<file path="src/rtl/key_debouncer.sv">
// key_debouncer
//   Multi-channel push-button conditioner. Each raw key is synchronised,
//   filtered on a shared prescaled sample tick, and turned into a clean level
//   plus one-cycle press/release pulses. An optional auto-repeat re-issues
//   press pulses (flagged by o_rpt) while a key stays held.
//
// Ports
//   i_clk      system clock (everything runs on this clock)
//   i_rst_n    synchronous active-low reset
//   i_key_in   [N_CH] raw asynchronous key inputs
//   o_pressed  [N_CH] debounced level, 1 = held
//   o_press    [N_CH] one-cycle pulse on accepted press or repeat
//   o_release  [N_CH] one-cycle pulse on accepted release
//   o_rpt      [N_CH] one-cycle pulse coincident with a repeat-generated press
//   o_tick     one-cycle sample strobe
module key_debouncer #(
  parameter int N_CH         = 3,
  parameter int DIV          = 65536,
  parameter int STABLE       = 4,
  parameter int ACTIVE_LOW   = 1,
  parameter int REPEAT_EN    = 0,
  parameter int REPEAT_DELAY = 8,
  parameter int REPEAT_RATE  = 2
) (
  input  logic            i_clk,
  input  logic            i_rst_n,
  input  logic [N_CH-1:0] i_key_in,
  output logic [N_CH-1:0] o_pressed,
  output logic [N_CH-1:0] o_press,
  output logic [N_CH-1:0] o_release,
  output logic [N_CH-1:0] o_rpt,
  output logic            o_tick
);

  localparam int PW   = (DIV > 1) ? $clog2(DIV) : 1;
  localparam int CW   = (STABLE > 1) ? $clog2(STABLE) : 1;
  localparam int RMAX = (REPEAT_DELAY > REPEAT_RATE) ? REPEAT_DELAY : REPEAT_RATE;
  localparam int RW   = (RMAX > 1) ? $clog2(RMAX) : 1;

  localparam logic [PW-1:0]   P_LAST   = PW'(DIV - 1);
  localparam logic [CW-1:0]   C_LAST   = CW'(STABLE - 1);
  localparam logic [RW-1:0]   D_LAST   = RW'(REPEAT_DELAY - 1);
  localparam logic [RW-1:0]   R_LAST   = RW'(REPEAT_RATE - 1);
  localparam logic [N_CH-1:0] RAW_IDLE = (ACTIVE_LOW != 0) ? '1 : '0;

  typedef enum logic [1:0] {
    ST_IDLE,
    ST_DELAY,
    ST_REPEAT
  } rpt_state_e;

  logic [PW-1:0]   r_presc;
  logic [N_CH-1:0] r_sync1;
  logic [N_CH-1:0] r_sync2;
  logic [N_CH-1:0] w_s;
  logic            w_tick;

  logic [CW-1:0]   r_cnt       [N_CH];
  logic [CW-1:0]   w_cnt_nxt   [N_CH];
  logic [RW-1:0]   r_rc        [N_CH];
  logic [RW-1:0]   w_rc_nxt    [N_CH];
  rpt_state_e      r_state     [N_CH];
  rpt_state_e      w_state_nxt [N_CH];

  logic [N_CH-1:0] r_pressed;
  logic [N_CH-1:0] w_pressed_nxt;
  logic [N_CH-1:0] r_press;
  logic [N_CH-1:0] w_press_nxt;
  logic [N_CH-1:0] r_release;
  logic [N_CH-1:0] w_release_nxt;
  logic [N_CH-1:0] r_rpt;
  logic [N_CH-1:0] w_rpt_nxt;

  assign w_tick = (r_presc == P_LAST);
  // Normalised sample: 1 means "pressed" regardless of key polarity.
  assign w_s    = (ACTIVE_LOW != 0) ? ~r_sync2 : r_sync2;

  always_comb begin
    for (int unsigned ch = 0; ch < N_CH; ch++) begin
      w_cnt_nxt[ch]     = r_cnt[ch];
      w_rc_nxt[ch]      = r_rc[ch];
      w_state_nxt[ch]   = r_state[ch];
      w_pressed_nxt[ch] = r_pressed[ch];
      w_press_nxt[ch]   = 1'b0;
      w_release_nxt[ch] = 1'b0;
      w_rpt_nxt[ch]     = 1'b0;

      if (w_tick) begin
        // Filter: a run of STABLE consecutive differing samples flips the level.
        if (w_s[ch] == r_pressed[ch]) begin
          w_cnt_nxt[ch] = '0;
        end else if (r_cnt[ch] == C_LAST) begin
          w_cnt_nxt[ch]     = '0;
          w_pressed_nxt[ch] = w_s[ch];
          w_press_nxt[ch]   = w_s[ch];
          w_release_nxt[ch] = ~w_s[ch];
        end else begin
          w_cnt_nxt[ch] = r_cnt[ch] + CW'(1);
        end

        // Repeat: a release accepted on this tick overrides any repeat due now.
        if (REPEAT_EN != 0) begin
          if (w_release_nxt[ch]) begin
            w_state_nxt[ch] = ST_IDLE;
            w_rc_nxt[ch]    = '0;
          end else begin
            unique case (r_state[ch])
              ST_IDLE: begin
                if (w_press_nxt[ch]) begin
                  w_state_nxt[ch] = ST_DELAY;
                  w_rc_nxt[ch]    = '0;
                end
              end
              ST_DELAY: begin
                if (r_rc[ch] == D_LAST) begin
                  w_press_nxt[ch] = 1'b1;
                  w_rpt_nxt[ch]   = 1'b1;
                  w_state_nxt[ch] = ST_REPEAT;
                  w_rc_nxt[ch]    = '0;
                end else begin
                  w_rc_nxt[ch] = r_rc[ch] + RW'(1);
                end
              end
              ST_REPEAT: begin
                if (r_rc[ch] == R_LAST) begin
                  w_press_nxt[ch] = 1'b1;
                  w_rpt_nxt[ch]   = 1'b1;
                  w_rc_nxt[ch]    = '0;
                end else begin
                  w_rc_nxt[ch] = r_rc[ch] + RW'(1);
                end
              end
              default: begin
                w_state_nxt[ch] = ST_IDLE;
                w_rc_nxt[ch]    = '0;
              end
            endcase
          end
        end
      end
    end
  end

  always_ff @(posedge i_clk) begin
    if (!i_rst_n) begin
      r_presc   <= '0;
      r_sync1   <= RAW_IDLE;
      r_sync2   <= RAW_IDLE;
      r_pressed <= '0;
      r_press   <= '0;
      r_release <= '0;
      r_rpt     <= '0;
      for (int unsigned ch = 0; ch < N_CH; ch++) begin
        r_cnt[ch]   <= '0;
        r_rc[ch]    <= '0;
        r_state[ch] <= ST_IDLE;
      end
    end else begin
      r_presc   <= w_tick ? '0 : r_presc + PW'(1);
      r_sync1   <= i_key_in;
      r_sync2   <= r_sync1;
      r_pressed <= w_pressed_nxt;
      r_press   <= w_press_nxt;
      r_release <= w_release_nxt;
      r_rpt     <= w_rpt_nxt;
      for (int unsigned ch = 0; ch < N_CH; ch++) begin
        r_cnt[ch]   <= w_cnt_nxt[ch];
        r_rc[ch]    <= w_rc_nxt[ch];
        r_state[ch] <= w_state_nxt[ch];
      end
    end
  end

  assign o_pressed = r_pressed;
  assign o_press   = r_press;
  assign o_release = r_release;
  assign o_rpt     = r_rpt;
  assign o_tick    = w_tick;

endmodule

</file>
<file path="config.mk">
export PLATFORM = sky130hd
export DESIGN_NAME = key_debouncer
export DESIGN_NICKNAME = d
export VERILOG_FILES = /design/src/rtl/key_debouncer.sv
export SDC_FILE = /design/constraint.sdc
export NUM_CORES = 1
export LEC_CHECK = 0
export BUFFER_PORTS_ARGS = -buffer_cell sky130_fd_sc_hd__buf_4
export CORE_MARGIN = 2
export CORE_UTILIZATION = 30
export DETAILED_ROUTE_END_ITERATION = 16
export SLEW_MARGIN = 20
export SYNTH_ARGS = -nofsm -noshare
export SYNTH_HDL_FRONTEND = slang
export SYNTH_SLANG_ARGS = --single-unit
</file>
<file path="constraint.sdc">
create_clock -name i_clk -period 2.8 [get_ports i_clk]
set_input_delay 0.7 -clock i_clk [delete_from_list [all_inputs] [get_ports i_clk]]
set_output_delay 0.7 -clock i_clk [all_outputs]
set_load 0.005 [all_outputs]
</file>
==> run_results.csv <==
group,metric,value,unit
status,outcome,"finished clean",
worst_setup_path,endpoint_kind,"output port",
clock_tree,htree_levels,2,
min_path,hold_depth,1,
logic_synthesis,syn-mean-instance-area,9.56,µm²
min_path,hold_path_class,"reg2reg",
sta,min_period,2.59,ns
placed_design,place_congestion,0.735,
detailed_routing,firstDrtPassIters,4,
clock_tree,cts.sinks,37,
cells_and_area,nets,189,
sta,max_freq,387,MHz
floorplanning,num_rows,26,
detailed_routing,num_vias,1142,
sta,setup_viol_count_final,0,
logic_synthesis,synth_cell_types,36,
global_routing,grt_max_degree,15,
clock_tree,cts_buffers,5,
detailed_routing,wl,2.64,mm
cells_and_area,drive_gt1_frac,0.193,
min_path,min_from,"r_sync1[1]$_SDFF_PN1_",
worst_setup_path,crit_required,2.10,ns
worst_setup_path,timing.critical_path.from,"r_presc[0]$_SDFF_PP0_",
sta,finalMaxSlewViolations,0,
cells_and_area,syn_to_final_growth,13.5,%
flow_run,maxCapViolCount,0,
floorplanning,die_y,76.7,µm
sta,hold_violations,0,
sta,hold_slack,0.410,ns
detailed_routing,drc,0,
detailed_routing,drtIter0Drc,60,
global_routing,grt_use_total,0.0988,
logic_synthesis,yosysSeqAreaShare,0.467,
worst_setup_path,arrival,1.89,ns
sta,worst_slew_pin_slew,0.532,ns
pwr,power_density,507,mW/mm²
clock_tree,cts_root_buf,"clkbuf_8",
detailed_routing,wl_per_cell,10.5,µm
cells_and_area,utilization,0.353,
logic_synthesis,syn_inst,166,
floorplanning,die_x,76.7,µm
sta,fin_crit_sh,0.924,
cells_and_area,diodes,0,
clock_tree,clockBufferDepth,2,
floorplanning,io_pins,18,
clock_tree,cts_tree,"yes",
logic_synthesis,ys_ff_latch,37,
logic_synthesis,synth_warnings,0,
floorplanning,start_util,0.311,
clock_tree,hold_buffers,0,
worst_setup_path,reg2reg_depth,5,
logic_synthesis,syn-cell-area,0.00159,mm²
detailed_routing,vias_per_cell,4.55,
worst_setup_path,worstSetupStartpointType,"register",
clock_tree,clkLatencyLatePin,0.29,ns
global_routing,grt_pass1_vias,1037,
logic_synthesis,synth-edff-count,0,
global_routing,grt_overflow,0,
worst_setup_path,r2r_start,"r_presc[0]$_SDFF_PP0_",
sta,tns,0,ns
pwr,power.leakage,0.659,nW
worst_setup_path,worstPathMaxFanout,6,
sta,rsz0062_at_grt,"false",
sta,fin_skew,0.00779,ns
clock_tree,post_cts_buffers,0,
global_routing,antenna_found_initial,0,
floorplanning,die_area,0.00589,mm²
clock_tree,clk_pin_slew,0.07,ns
placed_design,io_buffer_count,14,
clock_tree,cts_resized,0,
pwr,peakVddDrop,175,µV
logic_synthesis,yosys_most_used_dff,"dfxtp_1",
sta,slew_headroom,0.646,
worst_setup_path,crit_type,"reg2out",
logic_synthesis,ys_async_sr_fraction,0,
placed_design,place_hpwl,1.85,mm
detailed_routing,postRouteAntennaNets,0,
floorplanning,core,0.00511,mm²
global_routing,grt_pass1_wl,4.62,mm
-- area by class of cell --
class | instances | area [µm²]
tap | 70 | 87.6
inverter | 5 | 18.8
fill | 526 | 3310
timing repair buffer | 14 | 105
multi-input combinational | 117 | 766
clock inverter | 2 | 10.0
clock buffer | 6 | 72.6
sequential | 37 | 741
-- per-stage QoR --
step | power, mW | area (µm²) | worst slack [ns] | std cells
after global placement | 0.578 | 1720 | 0.568 | 243
after detailed placement | 0.579 | 1720 | 0.548 | 243
after CTS | 0.929 | 1800 | 0.231 | 251
after global routing | 0.961 | 1800 | 0.109 | 251
final | 0.912 | 1800 | 0.213 | 251
after floorplan | 0.572 | 1590 | 0.934 | 168
-- kinds of logic after synthesis --
logic type               Yosys count  share of synthesized area
adder cells (fa/ha/maj)            4                     0.0315
other                              1                    0.00236
AO/OA/AOI/OAI                     16                     0.0670
flip-flops                        37                      0.467
AND/OR/NAND/NOR                   76                      0.266
XOR/XNOR                          15                     0.0828
multiplexers                       3                     0.0284
buffers and inverters             14                     0.0552
-- per-layer routing --
metal / vias up / GRT usage / share of wire
met5: - / 0 / 0
met4: 0 / 0.0327 / 0.012
met3: 5 / 0.0424 / 0.042
met2: 17 / 0.155 / 0.45
met1: 526 / 0.121 / 0.49
li1: 594 / - / -
-- critical path: stages, from the launching register on --
cell	delay [ns]
dfxtp_1	0.37
ha_1	0.23
and4_1	0.37
nand3_4	0.14
nor2_1	0.32
buf_4	0.18
-- synthesized netlist by cell type (all sizes together) (5+ instances only) --
cell type	count	area (µm²)
nor2	24	97.6
inv	5	18.8
nand2b	6	37.5
and4	5	46.3
xnor2	5	43.8
nand3	10	62.6
o21ai	5	28.8
buf	7	61.3
nand4	9	62.6
xor2	10	87.6
nand2	12	45.0
dfxtp	37	741
-- report_power, final --
part / switching (mW) / total, mW / internal, mW
logic: 0.0158 / 0.0266 / 0.0108
registers: 0.00603 / 0.540 / 0.534
clock network: 0.173 / 0.346 / 0.172
-- final timing paths --
kind	endpoint	slack (ns)
max reg2reg	r_presc[11]$_SDFF_PP0_	0.98
min	r_sync2[1]$_SDFF_PN1_	0.41
max	o_tick	0.21
min reg2reg	r_sync2[1]$_SDFF_PN1_	0.41
-- placed cells by master (no fill, tap or decap), types with 2 or more instances in the layout --
cell	count
inv_1	5
a21oi_1	3
nor3_2	2
nor2_1	21
mux2_4	3
o21ai_0	4
clkbuf_8	5
and4_1	4
buf_4	14
nor3_1	2
nand3_1	9
clkinv_2	2
nand2b_1	6
conb_1	3
nand4_1	8
xnor2_1	5
a31oi_1	3
xor2_1	10
nand2_1	12
a311oi_1	3
dfxtp_1	37
ha_1	4
nor2_2	3
-- state kept, by name, indices dropped and copies added, names as in the netlist --
register / flops
o_press: 3
o_pressed: 3
o_release: 3
r_cnt: 6
r_presc: 16
r_sync1: 3
r_sync2: 3
Note: power is estimated with default switching activity, not from simulation.
